--- src/rtl/input_conditioner_pkg.sv ---
// Shared machine package: debounce defaults, counter width, x packing.
// x layout is {sw_level[3:0], btn_level[3:0]}.
package input_conditioner_pkg;

  localparam int unsigned DEBOUNCE_DEFAULT = 50000;
  localparam int unsigned CNT_W = 16;

  localparam int unsigned N_SW = 4;
  localparam int unsigned N_BTN = 4;
  localparam int unsigned X_W = N_SW + N_BTN;

  localparam int unsigned BTN_LSB = 0;
  localparam int unsigned SW_LSB = N_BTN;

  function automatic logic [X_W-1:0] pack_x(
    input logic [N_SW-1:0] sw,
    input logic [N_BTN-1:0] btn
  );
    return {sw, btn};
  endfunction

endpackage

--- src/rtl/debounce_bit.sv ---
// One input bit: synchronizer chain, debounce counter, level, edge pulses.
// Ports: clk_i, rst_i (sync, high), raw_i -> lvl_o, rise_o, fall_o.
module debounce_bit
  import input_conditioner_pkg::*;
#(
  parameter int unsigned SYNC_STAGES = 2,
  parameter int unsigned DEBOUNCE_CYCLES = DEBOUNCE_DEFAULT
) (
  input  logic clk_i,
  input  logic rst_i,
  input  logic raw_i,
  output logic lvl_o,
  output logic rise_o,
  output logic fall_o
);

  localparam logic [CNT_W-1:0] CNT_MAX =
    CNT_W'(DEBOUNCE_CYCLES - 1);

  logic [SYNC_STAGES-1:0] sync_q;
  logic [CNT_W-1:0] cnt_q, cnt_d;
  logic lvl_q, lvl_d;
  logic rise_q, rise_d;
  logic fall_q, fall_d;
  logic sync_out, differ, accept;

  assign sync_out = sync_q[SYNC_STAGES-1];

  always_comb begin
    differ = sync_out ^ lvl_q;
    accept = differ && (cnt_q == CNT_MAX);
    cnt_d = '0;
    lvl_d = lvl_q;
    rise_d = 1'b0;
    fall_d = 1'b0;
    // Any agreeing cycle restarts the count.
    if (differ && !accept) begin
      cnt_d = cnt_q + CNT_W'(1);
    end
    if (accept) begin
      lvl_d = sync_out;
      rise_d = sync_out;
      fall_d = ~sync_out;
    end
  end

  always_ff @(posedge clk_i) begin
    if (rst_i) begin
      sync_q <= '0;
      cnt_q <= '0;
      lvl_q <= 1'b0;
      rise_q <= 1'b0;
      fall_q <= 1'b0;
    end else begin
      if (SYNC_STAGES > 1) begin
        sync_q <= {sync_q[SYNC_STAGES-2:0], raw_i};
      end else begin
        sync_q <= raw_i;
      end
      cnt_q <= cnt_d;
      lvl_q <= lvl_d;
      rise_q <= rise_d;
      fall_q <= fall_d;
    end
  end

  assign lvl_o = lvl_q;
  assign rise_o = rise_q;
  assign fall_o = fall_q;

endmodule

--- src/rtl/input_conditioner.sv ---
// Debounces 4 switches and 4 buttons; packs levels and routes edge pulses.
// Ports: system1000/_rst, Sw, Btn -> x, btn_press, btn_release, sw_change.
module input_conditioner
  import input_conditioner_pkg::*;
#(
  parameter int unsigned SYNC_STAGES = 2,
  parameter int unsigned DEBOUNCE_CYCLES = DEBOUNCE_DEFAULT
) (
  input  logic             system1000,
  input  logic             system1000_rst,
  input  logic [N_SW-1:0]  Sw,
  input  logic [N_BTN-1:0] Btn,
  output logic [X_W-1:0]   x,
  output logic [N_BTN-1:0] btn_press,
  output logic [N_BTN-1:0] btn_release,
  output logic [N_SW-1:0]  sw_change
);

  logic [X_W-1:0] raw;
  logic [X_W-1:0] lvl;
  logic [X_W-1:0] rise;
  logic [X_W-1:0] fall;

  assign raw = pack_x(Sw, Btn);

  for (genvar i = 0; i < X_W; i++) begin : g_bit
    debounce_bit #(
      .SYNC_STAGES(SYNC_STAGES),
      .DEBOUNCE_CYCLES(DEBOUNCE_CYCLES)
    ) u_bit (
      .clk_i(system1000),
      .rst_i(system1000_rst),
      .raw_i(raw[i]),
      .lvl_o(lvl[i]),
      .rise_o(rise[i]),
      .fall_o(fall[i])
    );
  end

  assign x = lvl;
  assign btn_press = rise[BTN_LSB +: N_BTN];
  assign btn_release = fall[BTN_LSB +: N_BTN];
  assign sw_change = rise[SW_LSB +: N_SW] | fall[SW_LSB +: N_SW];

endmodule

--- config.mk ---
export PLATFORM = sky130hd
export DESIGN_NAME = input_conditioner
export DESIGN_NICKNAME = d
export VERILOG_FILES = /design/src/rtl/input_conditioner_pkg.sv /design/src/rtl/debounce_bit.sv /design/src/rtl/input_conditioner.sv
export SDC_FILE = /design/constraint.sdc
export NUM_CORES = 1
export LEC_CHECK = 0
export BUFFER_PORTS_ARGS = -buffer_cell sky130_fd_sc_hd__buf_2
export CAP_MARGIN = 20
export CORE_ASPECT_RATIO = 0.5
export CORE_MARGIN = 1.5
export CORE_UTILIZATION = 51
export CTS_CLUSTER_SIZE = 20
export DETAILED_ROUTE_END_ITERATION = 10
export PLACE_DENSITY = 0.68
export SLEW_MARGIN = 15
export SYNTH_ARGS = -nofsm -noshare
export SYNTH_HDL_FRONTEND = slang
export SYNTH_HIERARCHICAL = 1
export SYNTH_SLANG_ARGS = --single-unit
--- constraint.sdc ---
create_clock -name system1000 -period 2 [get_ports system1000]
set_input_delay 0 -clock system1000 [delete_from_list [all_inputs] [get_ports system1000]]
set_output_delay 0 -clock system1000 [all_outputs]
set_load 0.02 [all_outputs]
; ---- Word-level counts from Yosys, hierarchy flattened
; Index checks and enable logic that the tools add are counted.
; Widths: inputs -> output; s select.
[classes]
addsub = 8
eq_ne = 8
n_bitwise = 33
n_reduce_logical = 40
[op_table]
columns = operator, n
row1 = $add 16x1->16 const B, 8
row2 = $eq 16x16->1 const B, 8
row3 = $reduce_or 2->1, 16
row4 = $not 1->1, 24
row5 = $logic_and 1x1->1, 16
row6 = $logic_not 1->1, 8
row7 = $xor 1x1->1, 8
row8 = $or 4x4->4, 1
[totals]
reg_bits = 168
output_inout_bits = 20
word_cells = 129

; ---- Depth between registers and ports, before layout
[logic_depth]
depth_word = 6
depth_mapped = 6

; ---- Cells and area by module
; The synthesis kept the hierarchy.
[modules_own_cells]
columns = mod, n_inst, cells_each, area_each_um2, seq_area_each_um2
row1 = debounce_bit, 8, 92, 892.1, 420.4
row2 = input_conditioner, 1, 12, 85.1, 0.0

; ---- Worst setup path before layout
; No wires, ideal clock.
[synth_timing]
path_kind = flip-flop to flip-flop
from = register g_bit[0].u_bit.cnt_q[10]
to = register g_bit[0].u_bit.cnt_q[13]
arrival_time_ps = 1551
path_slack_ps = 334
path_stages_with_launch = 6
path_buffers = 1
path_cell_list = dfxtp_1 -> or4b_4 -> nor4_4 -> a211o_4 -> buf_6 -> nor2_1
[synth_via]
elab_chain_len = 6
elab_cells_between_ends = 7
[synth_rtl]
columns = element, line_no
row1 = start: declaration, debounce_bit.sv:21  ; logic [CNT_W-1:0] cnt_q, cnt_d;
row2 = start signal: assignment, debounce_bit.sv:60  ; cnt_q <= cnt_d;
row3 = branches (longest 6 deep; another with $add 16x1->16), -
; Several ways; the timed one is not identified.
; A chain may end at the register's enable or synchronous reset.

; ---- Worst setup path in the final report
[layout_timing]
from = register g_bit[0].u_bit.cnt_q[10]
to = register g_bit[0].u_bit.cnt_q[7]
[layout_via]
elab_chain_len = 6
[layout_rtl]
columns = element, line_no
row1 = $eq 16x16->1, debounce_bit.sv:31  ; accept = differ && (cnt_q == CNT_MAX);
row2 = $logic_and 1x1->1, debounce_bit.sv:31
row3 = $logic_not 1->1, debounce_bit.sv:37  ; if (differ && !accept) begin
row4 = $logic_and 1x1->1, debounce_bit.sv:37
row5 = $not 1->1 (no source line), -
row6 = $reduce_or 2->1 (no source line), -
; Every way passes these cells.

==> impl_metrics.ini <==
[worst_setup_path]
endpoint_kind = flip-flop
worst_ep_required_time_ps = 2300
ff2ff_path_depth = 4
r2r-end = g_bit[0].u_bit/cnt_q[7]
cp_top_family = simple AND/OR/NAND/NOR gates
rr_startpoint = g_bit[0].u_bit/cnt_q[10]
crit_chain = or4b_4 -> nor4_4 -> a211o_4 -> nor2_1
start_kind = flip-flop
ff2ff_setup_slack_ps = 210
critPathSlowestCell = or4b_4
critPathArrivalTime_ps = 2090
critical_path.max_fanout = 16
path_buf_inv = 0
cp_slowest_stage_delay_ps = 570
path_class = flip-flop to flip-flop

[route]
first_pass_iters = 5
avgRoutedWirePerCell_microns = 12.6
wirelength_microns = 12500
ant_nets = 0
via_per_inst = 5.28
drc = 0
drt_iter0_drc = 246
vias = 5237

[worst_hold_path]
hold_depth = 2
min_path_type = input pin to flip-flop
min_to = g_bit[6].u_bit/lvl_o
hp-start = system1000_rst

[final_layout]
drive_above_1_share_pct = 11.1
antenna_cells = 0
syn_to_final_growth_pct = 12.9
ff_latch_area_sq_um = 3360
multi_input_area_sq_um = 3650
fin_cells = 991
nets = 804
fillers = 1181

[synth]
ys_async_sr_fraction_pct = 0
synth_nets = 766
yosysMostFrequentCell = dfxtp_1
syn_area_sq_um = 7220
synth_top_area_share_pct = 46.6
synthMuxAreaShare_pct = 1.11
synth_top_family_by_area = simple AND/OR/NAND/NOR gates
synth_seq_area_share_pct = 46.6
synth_xor_xnor_area_share_pct = 12.6
ys_top_cells_by_area = dfxtp_1 (47%), nor2_1 (7.9%), xnor2_1 (7.8%)
yosys.area_share.simple_pct = 32.1
synth_ff_type = dfxtp_1
synth_adder_area_share_pct = 1.39
yosys-top-cells-count = dfxtp_1 (168), nor2_1 (152), xnor2_1 (64), nand3_1 (48), xor2_1 (40)
synth_cell_types = 30
synth-edff-count = 0
synth-seq-cells = 168
ys_warn_count = 6
yosysTopAreaCell = dfxtp_1
synth.avg_cell_area_sq_um = 9.65
synth_compound_area_share_pct = 3.33
synth_cells = 748

[sta]
maxSlewViolCount = 0
tightest_slew_ps = 728
slew_headroom_pct = 51.5
tns_ps = 0
grt_setup_unrepaired = false
period_share_pct = 89.5
max_freq_mhz = 559
fin_ws_ps = 211
skew_ps = 9.24
min_period_ps = 1790
setup_violations = 0
timing.hold.ws_ps = 129
hold_violations = 0

[clocking]
cts_root_buf = clkbuf_16
worst_skew_pair.late_latency_ps = 420
cts_buffer_depth = 2
cts_buffers = 17
cts-htree-levels = 4
cts_tree = yes
post_cts_buffers = 0
cts_num_sinks = 168
clkSlewWorstSetupHoldPaths_ps = 60

[global_routing]
grt_pass1_wl_microns = 22000
grt_use_total_pct = 18.4
grt_pass1_vias = 4805
grt_overflow_total = 0
antenna_found_initial = 0
grt_max_degree = 31

[floorplan]
coreArea_sq_um = 13700
io_pins = 30
rows = 30
dieHeight_microns = 87.1
start_util_pct = 52.7
die_w_microns = 171
dieArea_sq_um = 14900

[power_and_ir_drop]
combinationalPowerShare_pct = 1.4
p_leak_nw = 2.71
p_int_mw = 5.39
switchingPower_mw = 1.42
power_density_nw_per_um2 = 834
vdd_drop_max_mv = 0.706
clkPwrFrac_pct = 49.1
switching_share_pct = 20.8
seq_power_share_pct = 49.6

[placed_design]
port_buffers = 29
pre_cts_ws_ps = 218
hpwl_microns = 8340
place_congestion = 0.862
dp.cells = 951

[run_status]
status = completed

[run]
cap_viol_max_count = 0
==> how the worst max path moves through the flow <==
stage                               end                      from  slack, ps  cells after the start
3_5_place_dp    g_bit[0].u_bit/cnt_q[7]  g_bit[0].u_bit/cnt_q[10]        220                      4
5_1_grt         g_bit[0].u_bit/cnt_q[5]   g_bit[0].u_bit/cnt_q[0]         90                      5
2_1_floorplan  g_bit[0].u_bit/cnt_q[13]  g_bit[0].u_bit/cnt_q[10]        330                      5
4_1_cts         g_bit[0].u_bit/cnt_q[7]  g_bit[0].u_bit/cnt_q[10]        210                      4
6_report        g_bit[0].u_bit/cnt_q[7]  g_bit[0].u_bit/cnt_q[10]        210                      4
3_3_place_gp    g_bit[2].u_bit/cnt_q[4]  g_bit[2].u_bit/cnt_q[10]        280                      4
==> sequential cells by signal (all words and copies together), names as in the netlist <==
register / count
g_bit.u_bit/cnt_q: 128
g_bit.u_bit/sync_q: 16
g_bit.u_bit/fall_o: 8
g_bit.u_bit/lvl_o: 8
g_bit.u_bit/rise_o: 8
==> kinds of logic after synthesis <==
family                   after synthesis
AO/OA/AOI/OAI                         24
adder cells (fa/ha/maj)                8
buffers and inverters                 32
flip-flops                           168
multiplexers                           8
AND/OR/NAND/NOR                      404
XOR/XNOR                             104
==> power by group through the flow <==
stage | logic [mW] | clock network, mW | registers (mW)
final | 0.0925 | 3.34 | 3.37
after global routing | 0.102 | 3.59 | 3.37
after CTS | 0.0941 | 3.44 | 3.37
after detailed placement | 0.0822 | 0 | 3.45
after global placement | 0.0804 | 0 | 3.45
after floorplan | 0.0547 | 0 | 3.45
==> layer usage <==
metal,routed length (microns),track usage (%),up-vias
li1,-,-,2685
met1,6330,23.3,2483
met4,127,6.94,0
met2,5700,30.3,58
met3,381,4.91,11
met5,0,0,-
==> final cells by class <==
| type | instances | area share [%] |
|---|---|---|
| Tap cell | 192 | 2.95 |
| Timing Repair Buffer | 43 | 3.31 |
| Clock buffer | 19 | 5.31 |
| Multi-Input combinational cell | 548 | 44.7 |
| Sequential cell | 168 | 41.2 |
| Clock inverter | 13 | 2.10 |
| Inverter | 8 | 0.368 |
==> layout by cell type (no fill, tap or decap), types with 16 or more instances in the layout <==
master     count
and3_1        24
buf_2         29
nor4_1        16
clkbuf_16     17
xnor2_1       64
nand3_1       48
dfxtp_1      168
nor2_1       152
nor2b_1       16
nand2_1       16
nand4_1       32
nand2b_1      24
xor2_1        40
==> through the flow <==
| stage | util, % | cell area (sq um) | power (mW) |
|---|---|---|---|
| final | 59.5 | 8160 | 6.81 |
| after global placement | 54.5 | 7470 | 3.53 |
| after CTS | 59.5 | 8160 | 6.90 |
| after global routing | 59.5 | 8160 | 7.07 |
| after floorplan | - | 7220 | 3.50 |
| after detailed placement | 54.5 | 7470 | 3.53 |
==> timing repair <==
| action | 4_1_cts | 5_1_grt |
|---|---|---|
| hold endpoints to repair | 8 | 0 |
| resized for setup | 0 | 0 |
| hold buffers | 8 | 0 |
(Power assumes the default switching activity.)
